`src/rtl/seq_pattern_tx.sv`:
```
// Serial pattern transmitter: latches a parallel pattern on Start and shifts it out
// MSB-first on w, repeated Reps+1 times with GAP idle cycles between passes.
module seq_pattern_tx #(
  parameter int unsigned WIDTH = 8,
  parameter int unsigned REP_W = 4,
  parameter int unsigned GAP   = 2
) (
  input  logic                         Clk,
  input  logic                         Rst,
  input  logic                         Start,
  input  logic                         Abort,
  input  logic [WIDTH-1:0]             Data,
  input  logic [$clog2(WIDTH+1)-1:0]   Len,
  input  logic [REP_W-1:0]             Reps,
  output logic                         w,
  output logic                         Valid,
  output logic                         Busy,
  output logic                         Done
);

  localparam int unsigned LW = $clog2(WIDTH + 1);
  localparam int unsigned BW = $clog2(WIDTH);
  localparam int unsigned GW = (GAP > 1) ? $clog2(GAP) : 1;

  localparam logic [1:0] S_IDLE  = 2'd0;
  localparam logic [1:0] S_SHIFT = 2'd1;
  localparam logic [1:0] S_GAP   = 2'd2;
  localparam logic [1:0] S_DONE  = 2'd3;

  logic [1:0]       state,   state_n;
  logic [WIDTH-1:0] pat,     pat_n;
  logic [BW-1:0]    top,     top_n;
  logic [BW-1:0]    bitcnt,  bitcnt_n;
  logic [REP_W-1:0] passcnt, passcnt_n;
  logic [GW-1:0]    gapcnt,  gapcnt_n;
  logic             w_n, valid_n, busy_n, done_n;

  logic [LW-1:0]    leff;
  logic [BW-1:0]    leff_m1;

  // Out-of-range lengths fall back to the full pattern width
  assign leff    = ((Len == '0) || (Len > LW'(WIDTH))) ? LW'(WIDTH) : Len;
  assign leff_m1 = BW'(leff - LW'(1));

  always_ff @(posedge Clk) begin
    if (Rst) begin
      state   <= S_IDLE;
      pat     <= '0;
      top     <= '0;
      bitcnt  <= '0;
      passcnt <= '0;
      gapcnt  <= '0;
      w       <= 1'b0;
      Valid   <= 1'b0;
      Busy    <= 1'b0;
      Done    <= 1'b0;
    end else begin
      state   <= state_n;
      pat     <= pat_n;
      top     <= top_n;
      bitcnt  <= bitcnt_n;
      passcnt <= passcnt_n;
      gapcnt  <= gapcnt_n;
      w       <= w_n;
      Valid   <= valid_n;
      Busy    <= busy_n;
      Done    <= done_n;
    end
  end

  // Next-state and next-output logic; outputs describe the cycle after the edge
  always_comb begin
    state_n   = state;
    pat_n     = pat;
    top_n     = top;
    bitcnt_n  = bitcnt;
    passcnt_n = passcnt;
    gapcnt_n  = gapcnt;
    w_n       = 1'b0;
    valid_n   = 1'b0;
    busy_n    = 1'b0;
    done_n    = 1'b0;

    case (state)
      S_IDLE: begin
        if (Start && !Abort) begin
          pat_n     = Data;
          top_n     = leff_m1;
          bitcnt_n  = leff_m1;
          passcnt_n = Reps;
          w_n       = Data[leff_m1];
          valid_n   = 1'b1;
          busy_n    = 1'b1;
          state_n   = S_SHIFT;
        end
      end

      S_SHIFT: begin
        busy_n = 1'b1;
        if (bitcnt != '0) begin
          bitcnt_n = bitcnt - BW'(1);
          w_n      = pat[bitcnt - BW'(1)];
          valid_n  = 1'b1;
        end else if (passcnt != '0) begin
          passcnt_n = passcnt - REP_W'(1);
          if (GAP > 0) begin
            state_n  = S_GAP;
            gapcnt_n = GW'(GAP - 1);
          end else begin
            bitcnt_n = top;
            w_n      = pat[top];
            valid_n  = 1'b1;
          end
        end else begin
          state_n = S_DONE;
          done_n  = 1'b1;
        end
      end

      S_GAP: begin
        busy_n = 1'b1;
        if (gapcnt != '0) begin
          gapcnt_n = gapcnt - GW'(1);
        end else begin
          state_n  = S_SHIFT;
          bitcnt_n = top;
          w_n      = pat[top];
          valid_n  = 1'b1;
        end
      end

      S_DONE: begin
        state_n = S_IDLE;
      end

      default: begin
        state_n = S_IDLE;
      end
    endcase

    // Abort overrides everything except reset
    if (Abort && (state != S_IDLE)) begin
      state_n = S_IDLE;
      w_n     = 1'b0;
      valid_n = 1'b0;
      busy_n  = 1'b0;
      done_n  = 1'b0;
    end
  end

endmodule

```
`config.mk`:
```
export PLATFORM = sky130hd
export DESIGN_NAME = seq_pattern_tx
export DESIGN_NICKNAME = d
export VERILOG_FILES = /design/src/rtl/seq_pattern_tx.sv
export SDC_FILE = /design/constraint.sdc
export NUM_CORES = 1
export LEC_CHECK = 0
export CAP_MARGIN = 20
export CORE_AREA = 2 2 63 65
export CTS_BUF_LIST = sky130_fd_sc_hd__clkbuf_4
export CTS_CLUSTER_SIZE = 12
export DETAILED_ROUTE_END_ITERATION = 8
export DIE_AREA = 0 0 65 67
export PLACE_DENSITY_LB_ADDON = 0.12
export SLEW_MARGIN = 10
export SYNTH_ARGS = -nofsm -noshare
export SYNTH_HDL_FRONTEND = slang
export SYNTH_SLANG_ARGS = --single-unit
```
`constraint.sdc`:
```
create_clock -name Clk -period 3.16 [get_ports Clk]
set_clock_uncertainty 0.2 [all_clocks]
set_input_delay 0.316 -clock Clk [delete_from_list [all_inputs] [get_ports Clk]]
set_output_delay 0.316 -clock Clk [all_outputs]
set_load 0.1 [all_outputs]
```
==> flow_summary_export.csv, run 1 <==
group,metric,value,unit
outcome,status,"finished clean",
worst_hold_path,hold_class,"reg2reg",
yosys,synth_cell_types,37,
finish,post_route_cells_drive_above_1_share,13.11,%
yosys,netlist_area,1428,µm²
global_routing,grt_pass1_vias,1238,
sta,hold_viol,0,
cts,clkTransAtPathRegs,0.13,ns
floorplanning,chipHeight,67,µm
sta,clock.fmax,0.4219,GHz
setup_path,ff2ff_path_depth,7,
setup_path,end_kind,"flip-flop",
cts,postCtsSetupBuffers,0,
cts,numCtsBuffers,3,
cts,clock_latency,0.32,ns
global_routing,gr-total-overflow,0,
yosys,synth.top_cell.area_share,35.06,%
setup_path,reg2reg_to,"passcnt[3]$_SDFFE_PP0P_",
drt,drc_errors,0,
cts,cts_sinks,25,
global_routing,grt_pass1_wl,5651,µm
sta,fin_crit,2.370,ns
finish,syn2layout_area_growth,21.21,%
setup_path,cpPeakStageDelay,0.53,ns
placement,dpl-instance-area,1700,µm²
sta,finalCritPeriodShare,75.01,%
floorplanning,die_x,65,µm
floorplanning,pin_count,24,
setup_path,cp.required,3.23,ns
setup_path,worstPathArrival,2.44,ns
yosys,async_flop_share,0,%
finish,antenna_cells,0,
worst_hold_path,min_path_cells,2,
placement,hpwl,2494,µm
drt,route.vias.total,1223,
cts,tritoncts,"built",
placement,io_buffers,23,
setup_path,slowest_stage,"ha_1",
global_routing,track_usage,17.12,%
cts,cts_resized,0,
yosys,synth_largest_area_cell,"dfxtp_1",
yosys,synth_area_leaders,"dfxtp_1 35%, mux4_2 9.5%, ha_1 7.9%",
setup_path,crit_family,"compound AO/OA/AOI/OAI gates",
yosys,syn-num-nets,188,
placement,place_congestion,0.8482,
cts,cts-root-buf,"clkbuf_4",
yosys,synthTopCellsByCount,"25 x dfxtp_1, 23 x nand2_1, 20 x a21oi_1",
floorplanning,start_util,39.59,%
sta,tightestPinTransition,0.8290,ns
setup_path,rr_startpoint,"state[1]$_SDFFE_PP0P_",
setup_path,start_kind,"flip-flop",
finish,stdcell_area,1730,µm²
setup_path,r2r_slack,0.79,ns
flow_run,drv_cap,0,
drt,wl_per_cell,13.92,µm
yosys,synthFlopType,"dfxtp_1",
floorplanning,dieArea,4355,µm²
yosys,synth_seq_cells,25,
worst_hold_path,whs_endpoint,"pat[5]$_SDFFE_PP0P_",
setup_path,crit_chain,"inv_1 -> ha_1 -> inv_2 -> o21ai_1 -> nand2_1 -> a211o_1 -> a21oi_1",
cts,clk_path_buf_depth,2,
sta,final_max_slew_viol_count,0,
cts,h-tree-depth,1,
sta,slew_headroom,44.53,%
yosys,synth_cells,159,
yosys,ys_warn_count,0,
drt,routed_wl,3215,µm
yosys,synth_edf_count,0,
floorplanning,core,3606,µm²
sta,hold_slack,0.2774,ns
floorplanning,rows,22,
sta,tns,0,ns
setup_path,crit_path_max_fanout,13,
global_routing,grt_max_degree,21,
finish,nNetsFinal,213,
drt,drtIter0Drc,39,
drt,routed_via_density,5.294,
pwr,powerDensity,724.5,nW/µm²
sta,setup_viol,0,
yosys,yosysSeqAreaShare,35.06,%
worst_hold_path,hp-start,"pat[5]$_SDFFE_PP0P_",
drt,drt-pass1-iter-count,4,
yosys,avgSynthCellArea,8.979,µm²
pwr,total_leakage_power,0.6644,nW
finish,stdcell_count,231,
cts,hold_buffers,0,
setup_path,critical_path_buf_inv_count,2,
sta,rsz0062_at_grt,"false",
yosys,synth_most_common_cell,"dfxtp_1",
global_routing,antenna_found_initial,0,
drt,antenna_left,0,
pwr,ir_worst_vdd,0.0002157,V
setup_path,path_class,"reg2reg",
placement,dp_cells,227,
pwr,total_power,0.001254,W
## per-stage QoR
stage                     worst slack [ns]  util (%)
after floorplan                      1.125         -
after global placement              0.5820     47.15
after detailed placement            0.4981     47.15
after CTS                           0.7883     47.99
after global routing                0.5858     47.99
final                               0.7898     47.99
## worst max path at each step
stage / from / end / slack (ns) / depth (start not counted)
after floorplan: Len[3] / w$_SDFF_PP0_ / 1.12 / 6
after global placement: Len[3] / w$_SDFF_PP0_ / 0.58 / 7
after detailed placement: Len[3] / w$_SDFF_PP0_ / 0.50 / 7
after CTS: state[1]$_SDFFE_PP0P_ / passcnt[3]$_SDFFE_PP0P_ / 0.79 / 7
after global routing: state[1]$_SDFFE_PP0P_ / passcnt[3]$_SDFFE_PP0P_ / 0.59 / 7
final: state[1]$_SDFFE_PP0P_ / passcnt[3]$_SDFFE_PP0P_ / 0.79 / 7
## report_power, final
group | switching [W] | internal, W
logic | 0.000394 | 0.000254
registers | 0.0000606 | 0.000391
clock network | 0.0000966 | 0.0000581
## layout make-up
cell class              count  area [µm²]
flip-flops and latches     25       500.5
inverters                  10       37.54
fillers                   350        1876
multi-input cells         119       867.1
repair buffers             25       235.2
clock buffers               4       30.03
well taps                  48       60.06
## cell families after synthesis
kind of cell | synth area share, %
and+or+nand+nor | 18.84
AOI/OAI and AO/OA | 19.37
DFF | 35.06
buffers and inverters | 4.206
muxes | 12.27
adders and majority gates | 7.888
xor gates and xnor gates | 2.367
## cell usage in the layout (no fill, tap or decap), types with 2 or more instances in the layout
| cell type | count |
|---|---|
| a221oi_1 | 3 |
| dfxtp_1 | 25 |
| inv_1 | 9 |
| nor3_1 | 3 |
| a31oi_1 | 2 |
| nor2_1 | 13 |
| o21ai_1 | 2 |
| clkdlybuf4s50_1 | 19 |
| mux4_2 | 6 |
| nand2_1 | 23 |
| a211oi_1 | 6 |
| a311oi_1 | 2 |
| mux2i_1 | 4 |
| a21oi_1 | 20 |
| o21ai_0 | 3 |
| nand2b_1 | 5 |
| clkbuf_4 | 4 |
| ha_1 | 9 |
| buf_4 | 6 |
## worst register-to-register path: stages (launching register included)
cell and delay [ns]:
dfxtp_1 0.37, inv_1 0.10, ha_1 0.53, inv_2 0.17, o21ai_1 0.38, nand2_1 0.19, a211o_1 0.26, a21oi_1 0.13
## metal layers
| metal | track usage (%) | up-vias | share of wire [%] |
|---|---|---|---|
| met5 | 0 | - | 0 |
| met4 | 6.383 | 0 | 1.6 |
| met3 | 1.520 | 5 | 3.3 |
| met2 | 32.99 | 20 | 54 |
| met1 | 19.42 | 581 | 41 |
| li1 | - | 617 | - |
## state kept, by name, summed over array words and instances, names as in the netlist
| signal | flops |
|---|---|
| bitcnt | 3 |
| Busy | 1 |
| gapcnt | 1 |
| top | 3 |
| passcnt | 4 |
| pat | 8 |
| state | 2 |
| Valid | 1 |
| w | 1 |
| Done | 1 |
No activity file was read; power rests on OpenSTA's default activity.
==> run 2: changes to the inputs <==
==> constraint.sdc (replaced) <==
create_clock -name Clk -period 1.95 [get_ports Clk]
set_clock_uncertainty 0.2 [all_clocks]
set_input_delay 0.195 -clock Clk [delete_from_list [all_inputs] [get_ports Clk]]
set_output_delay 0.195 -clock Clk [all_outputs]
set_load 0.1 [all_outputs]
==> run 2 against run 1 <==
Sequential share of layout area shrank 3.2 points; first-iteration DRC count grew 85%; maximum frequency grew 24%; worst setup slack lost 0.76 ns; register-to-register slack lost 0.76 ns; non-clock buffer count grew 19; sequential cell count is the same; global-route usage grew 1.6 points; critical path type unchanged.
==> flow_summary_export.csv, run 2 (synthesis gave the netlist of run 1 again) <==
group,metric,value,unit
cts,clock_latency,0.32,ns
floorplanning,dieArea,4355,µm²
global_routing,grt_max_degree,20,
finish,fillers,347,
global_routing,grt_pass1_wl,6182,µm
global_routing,track_usage,18.74,%
sta,finalCritPeriodShare,98.42,%
finish,reg.largest.list,"pat (8), passcnt (4)",
cts,clk_path_buf_depth,2,
setup_path,r2r_slack,0.03,ns
cts,numCtsBuffers,3,
cts,cts_sinks,25,
setup_path,critPathCapture,"bitcnt[0]$_SDFFE_PP0P_",
setup_path,path_class,"reg2reg",
placement,dpl-instance-area,1843,µm²
global_routing,antenna_found_initial,0,
setup_path,rr_startpoint,"state[1]$_SDFFE_PP0P_",
sta,final_max_slew_viol_count,0,
drt,routed_via_density,5.184,
finish,stdcell_area,1968,µm²
drt,antenna_left,0,
sta,hold_viol,0,
finish,largest_reg_flops,8,
cts,tritoncts,"built",
pwr,powerDensity,1161,nW/µm²
setup_path,worstPathArrival,1.99,ns
drt,drtIter0Drc,72,
floorplanning,start_util,39.59,%
pwr,power.share.clock,10.5,%
sta,fin_crit,1.919,ns
sta,slew_headroom,75.07,%
pwr,ir_worst_vdd,0.0004161,V
sta,setup_viol,0,
floorplanning,rows,22,
drt,drc_errors,0,
pwr,power_frac_comb,57.4,%
finish,stdcell_count,250,
finish,nNetsFinal,232,
finish,top_register,"pat",
sta,tightestPinTransition,0.3715,ns
pwr,p_sw,0.0009775,W
finish,antenna_cells,0,
floorplanning,die_x,65,µm
cts,hold_buffers,0,
finish,final_cell_mix,"25 x buf_4, 23 x nand2_1, 21 x dfxtp_1, 19 x a21oi_1, 18 x clkdlybuf4s50_1",
finish,final_util,54.58,%
finish,post_route_cells_drive_above_1_share,28.71,%
sta,tns,0,ns
global_routing,grt_pass1_vias,1375,
drt,drt-pass1-iter-count,4,
flow_run,drv_cap,0,
sta,rsz0062_at_grt,"true",
finish,mostFrequentLayoutCell,"buf_4",
drt,routed_wl,3674,µm
setup_path,reg2reg_to,"bitcnt[0]$_SDFFE_PP0P_",
placement,hpwl,2863,µm
setup_path,ff2ff_path_depth,7,
worst_hold_path,hold_class,"in2reg",
drt,wl_per_cell,14.70,µm
cts,cts-root-buf,"clkbuf_4",
cts,h-tree-depth,1,
drt,route.vias.total,1296,
global_routing,gr-total-overflow,0,
floorplanning,core,3606,µm²
setup_path,cp.required,2.02,ns
placement,io_buffers,23,
placement,place_congestion,0.8808,
setup_path,end_kind,"flip-flop",
sta,clock.fmax,0.5211,GHz
setup_path,crit_path_max_fanout,6,
pwr,p_seq_share,32.1,%
pwr,total_leakage_power,0.7900,nW
placement,dp_cells,246,
cts,clkTransAtPathRegs,0.14,ns
outcome,status,"finished clean",
floorplanning,chipHeight,67,µm
setup_path,start_kind,"flip-flop",
pwr,p_sw_share,42.78,%
pwr,intPower,0.001307,W
finish,syn2layout_area_growth,37.86,%
setup_path,crit_start,"state[1]$_SDFFE_PP0P_",
floorplanning,pin_count,24,
## run 2: changes by cell type in the layout (fill, tap and decap cells not counted), moves of 2 or more
cell	previous run	this run
ha_1	9	4
inv_1	9	6
dfxtp_2	0	4
inv_2	1	4
buf_4	6	25
nand2b_4	1	3
nand2b_1	5	3
dfxtp_1	25	21
ha_4	0	4
## run 2: metrics by stage
stage	setup WS, ns	power [W]	hold slack [ns]
6_report	0.03088	0.002285	0.2384
5_1_grt	-0.03195	0.002468	0.2082
4_1_cts	0.02048	0.002213	0.2288
3_5_place_dp	-0.4637	0.001961	0.2706
3_3_place_gp	-0.3812	0.001941	0.2623
2_1_floorplan	0.02453	0.001550	0.1310
## run 2: worst max-delay path, cell delays in order (launching register included)
cell     delay [ns]
dfxtp_2        0.37
inv_1          0.16
ha_4           0.20
buf_4          0.16
nand2_4        0.05
a21bo_2        0.20
or3_1          0.40
a21oi_2        0.12
## run 2: final cells by class
type / instances / area (µm²) / share of cell area, %
clock buffers: 3 / 22.52 / 1.144
inverters: 10 / 37.54 / 1.907
repair buffers: 44 / 380.4 / 19.33
clock inverters: 1 / 5.005 / 0.2543
multi-input cells: 119 / 957.2 / 48.63
well taps: 48 / 60.06 / 3.051
flip-flops and latches: 25 / 505.5 / 25.68
## run 2: power groups by stage
| stage | Clock, W | Sequential, W | Combinational (W) |
|---|---|---|---|
| global route | 0.000279 | 0.000753 | 0.00144 |
| floorplan | 0 | 0.000881 | 0.000669 |
| CTS | 0.000250 | 0.000727 | 0.00124 |
| global placement | 0 | 0.000733 | 0.00121 |
| finish | 0.000240 | 0.000734 | 0.00131 |
| detailed placement | 0 | 0.000737 | 0.00122 |
## run 2: worst min path at each step
stage / start / end / slack [ns] / cells past startpoint
finish: Data[1] / pat[1]$_SDFFE_PP0P_ / 0.24 / 3
global route: Data[5] / pat[5]$_SDFFE_PP0P_ / 0.21 / 3
CTS: Data[1] / pat[1]$_SDFFE_PP0P_ / 0.23 / 3
detailed placement: pat[7]$_SDFFE_PP0P_ / pat[7]$_SDFFE_PP0P_ / 0.27 / 2
global placement: pat[5]$_SDFFE_PP0P_ / pat[5]$_SDFFE_PP0P_ / 0.26 / 2
floorplan: Data[0] / pat[0]$_SDFFE_PP0P_ / 0.13 / 2
## run 2: routing by layer
layer	wire length, µm	track usage (%)	up-vias
met1	1545	20.44	613
met3	123	4.561	2
li1	-	-	657
met5	0	0	-
met2	1982	36.21	24
met4	22	4.255	0
## run 2: repair_timing
action,4_1_cts,5_1_grt
pin swaps,2,1
endpoints found under the setup margin,5,7
endpoints found under the hold margin,0,0
gates cloned,0,0
resized for setup,5,16
buffers inserted,0,0
==> run 3: changes to the inputs <==
--- a/config.mk
+++ b/config.mk
@@ -11,6 +11,7 @@
 export CTS_CLUSTER_SIZE = 12
 export DETAILED_ROUTE_END_ITERATION = 8
 export DIE_AREA = 0 0 65 67
+export GPL_ROUTABILITY_DRIVEN = 0
 export PLACE_DENSITY_LB_ADDON = 0.12
 export SLEW_MARGIN = 10
 export SYNTH_ARGS = -nofsm -noshare
==> results of run 3 <==
Same layout as run 2: the final DEF is identical, and so are final timing and power.
==> edit: new RTL, flow settings as in run 2 <==
Remove the register `Busy`: a continuous assignment takes its place, so the output `Busy` follows one clock earlier.
--- a/src/rtl/seq_pattern_tx.sv
+++ b/src/rtl/seq_pattern_tx.sv
@@ -52,7 +52,6 @@
       gapcnt  <= '0;
       w       <= 1'b0;
       Valid   <= 1'b0;
-      Busy    <= 1'b0;
       Done    <= 1'b0;
     end else begin
       state   <= state_n;
@@ -63,10 +62,11 @@
       gapcnt  <= gapcnt_n;
       w       <= w_n;
       Valid   <= valid_n;
-      Busy    <= busy_n;
       Done    <= done_n;
     end
   end
+
+  assign Busy = busy_n;
 
   // Next-state and next-output logic; outputs describe the cycle after the edge
   always_comb begin
Check against the original RTL: not equivalent (a bounded check fails within 4 cycles, from zero or initial values and one cycle with Rst high).
==> edit against run 2 <==
- critical path depth did not move
- synthesized area fell by 1.9%
- design area fell by 2.4%
- routed wire length fell by 6.8%
- sequential cell count fell by 1
- total power rose by 23%
- worst setup slack got worse by 0.023 ns
- fmax fell by 1.2%
- via count fell by 0.46%
- critical endpoint is now w
- highest routed layer unchanged
==> edit: results (changes against run 2) <==
Cells and area
  – Signal buffers share of area: 20.0% (+0.66 points)
  – Multi-input combinational area share: 47.9% (-0.78 points)
  – Non-CTS buffers: 41 (-6.8%)
  – Sequential cell area share: 25.5% (-0.23 points)
  – Final cell count without fillers: 247 (-1.2%)
  – Seq. cell area: 489 µm² (-3.2%)
  – Multi-In Gates: 120 (+0.84%)
  – Total Nets Final: 229 (-1.3%)
  – # fillers: 349 (+0.58%)
  – Clock network area share: 1.37% (-0.031 points)
  – Share of cells above drive strength 1: 26.1% (-2.6 points)

Worst setup path
  – CP endpoint: w
  – R2R Setup Slk: 0.008 ns (-0.02 ns)
  – CP delay by family, top: multiplexers
  – Reg2Reg Depth: 7 (unchanged)
  – Crit path max-delay cell type: mux4_2
  – Crit path max fanout: 2 (-4)
  – Slowest stage delay, CP: 0.49 ns (+0.09 ns)
  – Crit path DAT: 1.96 ns (-0.03 ns)
  – R2r startpoint: bitcnt[1]

Worst hold path
  – Hold path start: Data[1]

Routing
  – Vias per cell: 5.22 (+0.75%)
  – Wire per inst: 13.9 µm (-5.7%)
  – DRT iter0 DRCs: 63 (-13%)

Power and ir drop
  – Leak: 0.755 nW (-4.4%)
  – Clk network pwr share: 8.2% (-2.3 points)
  – VDD IR max: 0.537 mV (+29%)
  – Sw Ratio: 44.6% (+1.9 points)
  – Pwr Density: 1470 mW/mm² (+26%)
  – Comb group: 1.84 mW (+40%)

Synthesis
  – Distinct cells, synth: 33 (-11%)
  – Commonest cells post-synth: dfxtp_1 (24), nand2_1 (22), nor2_1 (21), a21oi_1 (14)
  – Largest cells by area after synthesis: dfxtp_1 (34%), mux4_2 (9.7%), ha_1 (8.0%)
  – Register area share after synthesis: 34.3% (-0.74 points)
  – Syn nets: 190 (+1.1%)
  – Syn Area/Cell: 8.70 µm² (-3.1%)
  – YS warnings: 0 (unchanged)

Placement
  – Global placer's final weighted congestion: 0.832 (-5.6%)
  – Cell Count Post-Placement: 239 (-2.8%)
  – DPL Wire Length: 2630 µm (-8.1%)
  – DP Worst Slack: -0.448 ns (+0.0162 ns)
  – Area after DPL: 0.00183 mm² (-0.68%)
  – Input/output buffers: 23 (unchanged)

Global routing
  – All-Layer GR Usage: 17.7% (-1.0 points)
  – Largest net degree at the start of global routing: 20 (unchanged)
  – First-pass GRT wire length: 5930 µm (-4.1%)
  – Vias in the first global route: 1308 (-4.9%)

Clock network
  – Clock sink total: 24 (-4.0%)
  – Total CTS buffers: 3 (unchanged)

STA
  – Fmax: 515 MHz (-1.2%)
  – Worst hold margin: 0.252 ns (+0.0132 ns)
  – Transition time of the tightest slew-check pin: 0.346 ns (-0.0259 ns)

Outcome
  – Run status: complete, no violations

Floorplan
  – Site row count: 22 (unchanged)
==> edit: cell count changes in the layout (fill, tap and decap cells not counted), moves of 3 or more <==
cell,run 2,this run
mux2i_1,4,8
nand2b_4,3,0
buf_4,25,19
a21oi_1,19,13
nand2_1,23,20
nand2b_1,3,6
nor2_1,13,21
==> edit: cells by family after synthesis <==
family / Yosys count / share of synthesized area [%]
adder cells (fa/ha/maj): 9 / 8.04
XOR/XNOR: 3 / 1.88
flip-flops: 24 / 34.3
multiplexers: 14 / 15.4
AND/OR/NAND/NOR: 58 / 18.6
buffers and inverters: 17 / 5.09
AO/OA/AOI/OAI: 36 / 16.7
==> edit: timing repair <==
action / CTS / global route
pin swaps: 3 / 5
gates resized for setup: 13 / 2
hold buffers: 0 / 0
buffers inserted: 2 / 2
setup endpoints to repair: 3 / 4
==> edit: routing by layer <==
layer	GRT usage [%]	vias up	part of all wire, %
li1	-	641	-
met1	22.2	601	46
met2	30.2	46	48
met3	3.04	2	5.1
met4	6.91	0	0.70
met5	0	-	0
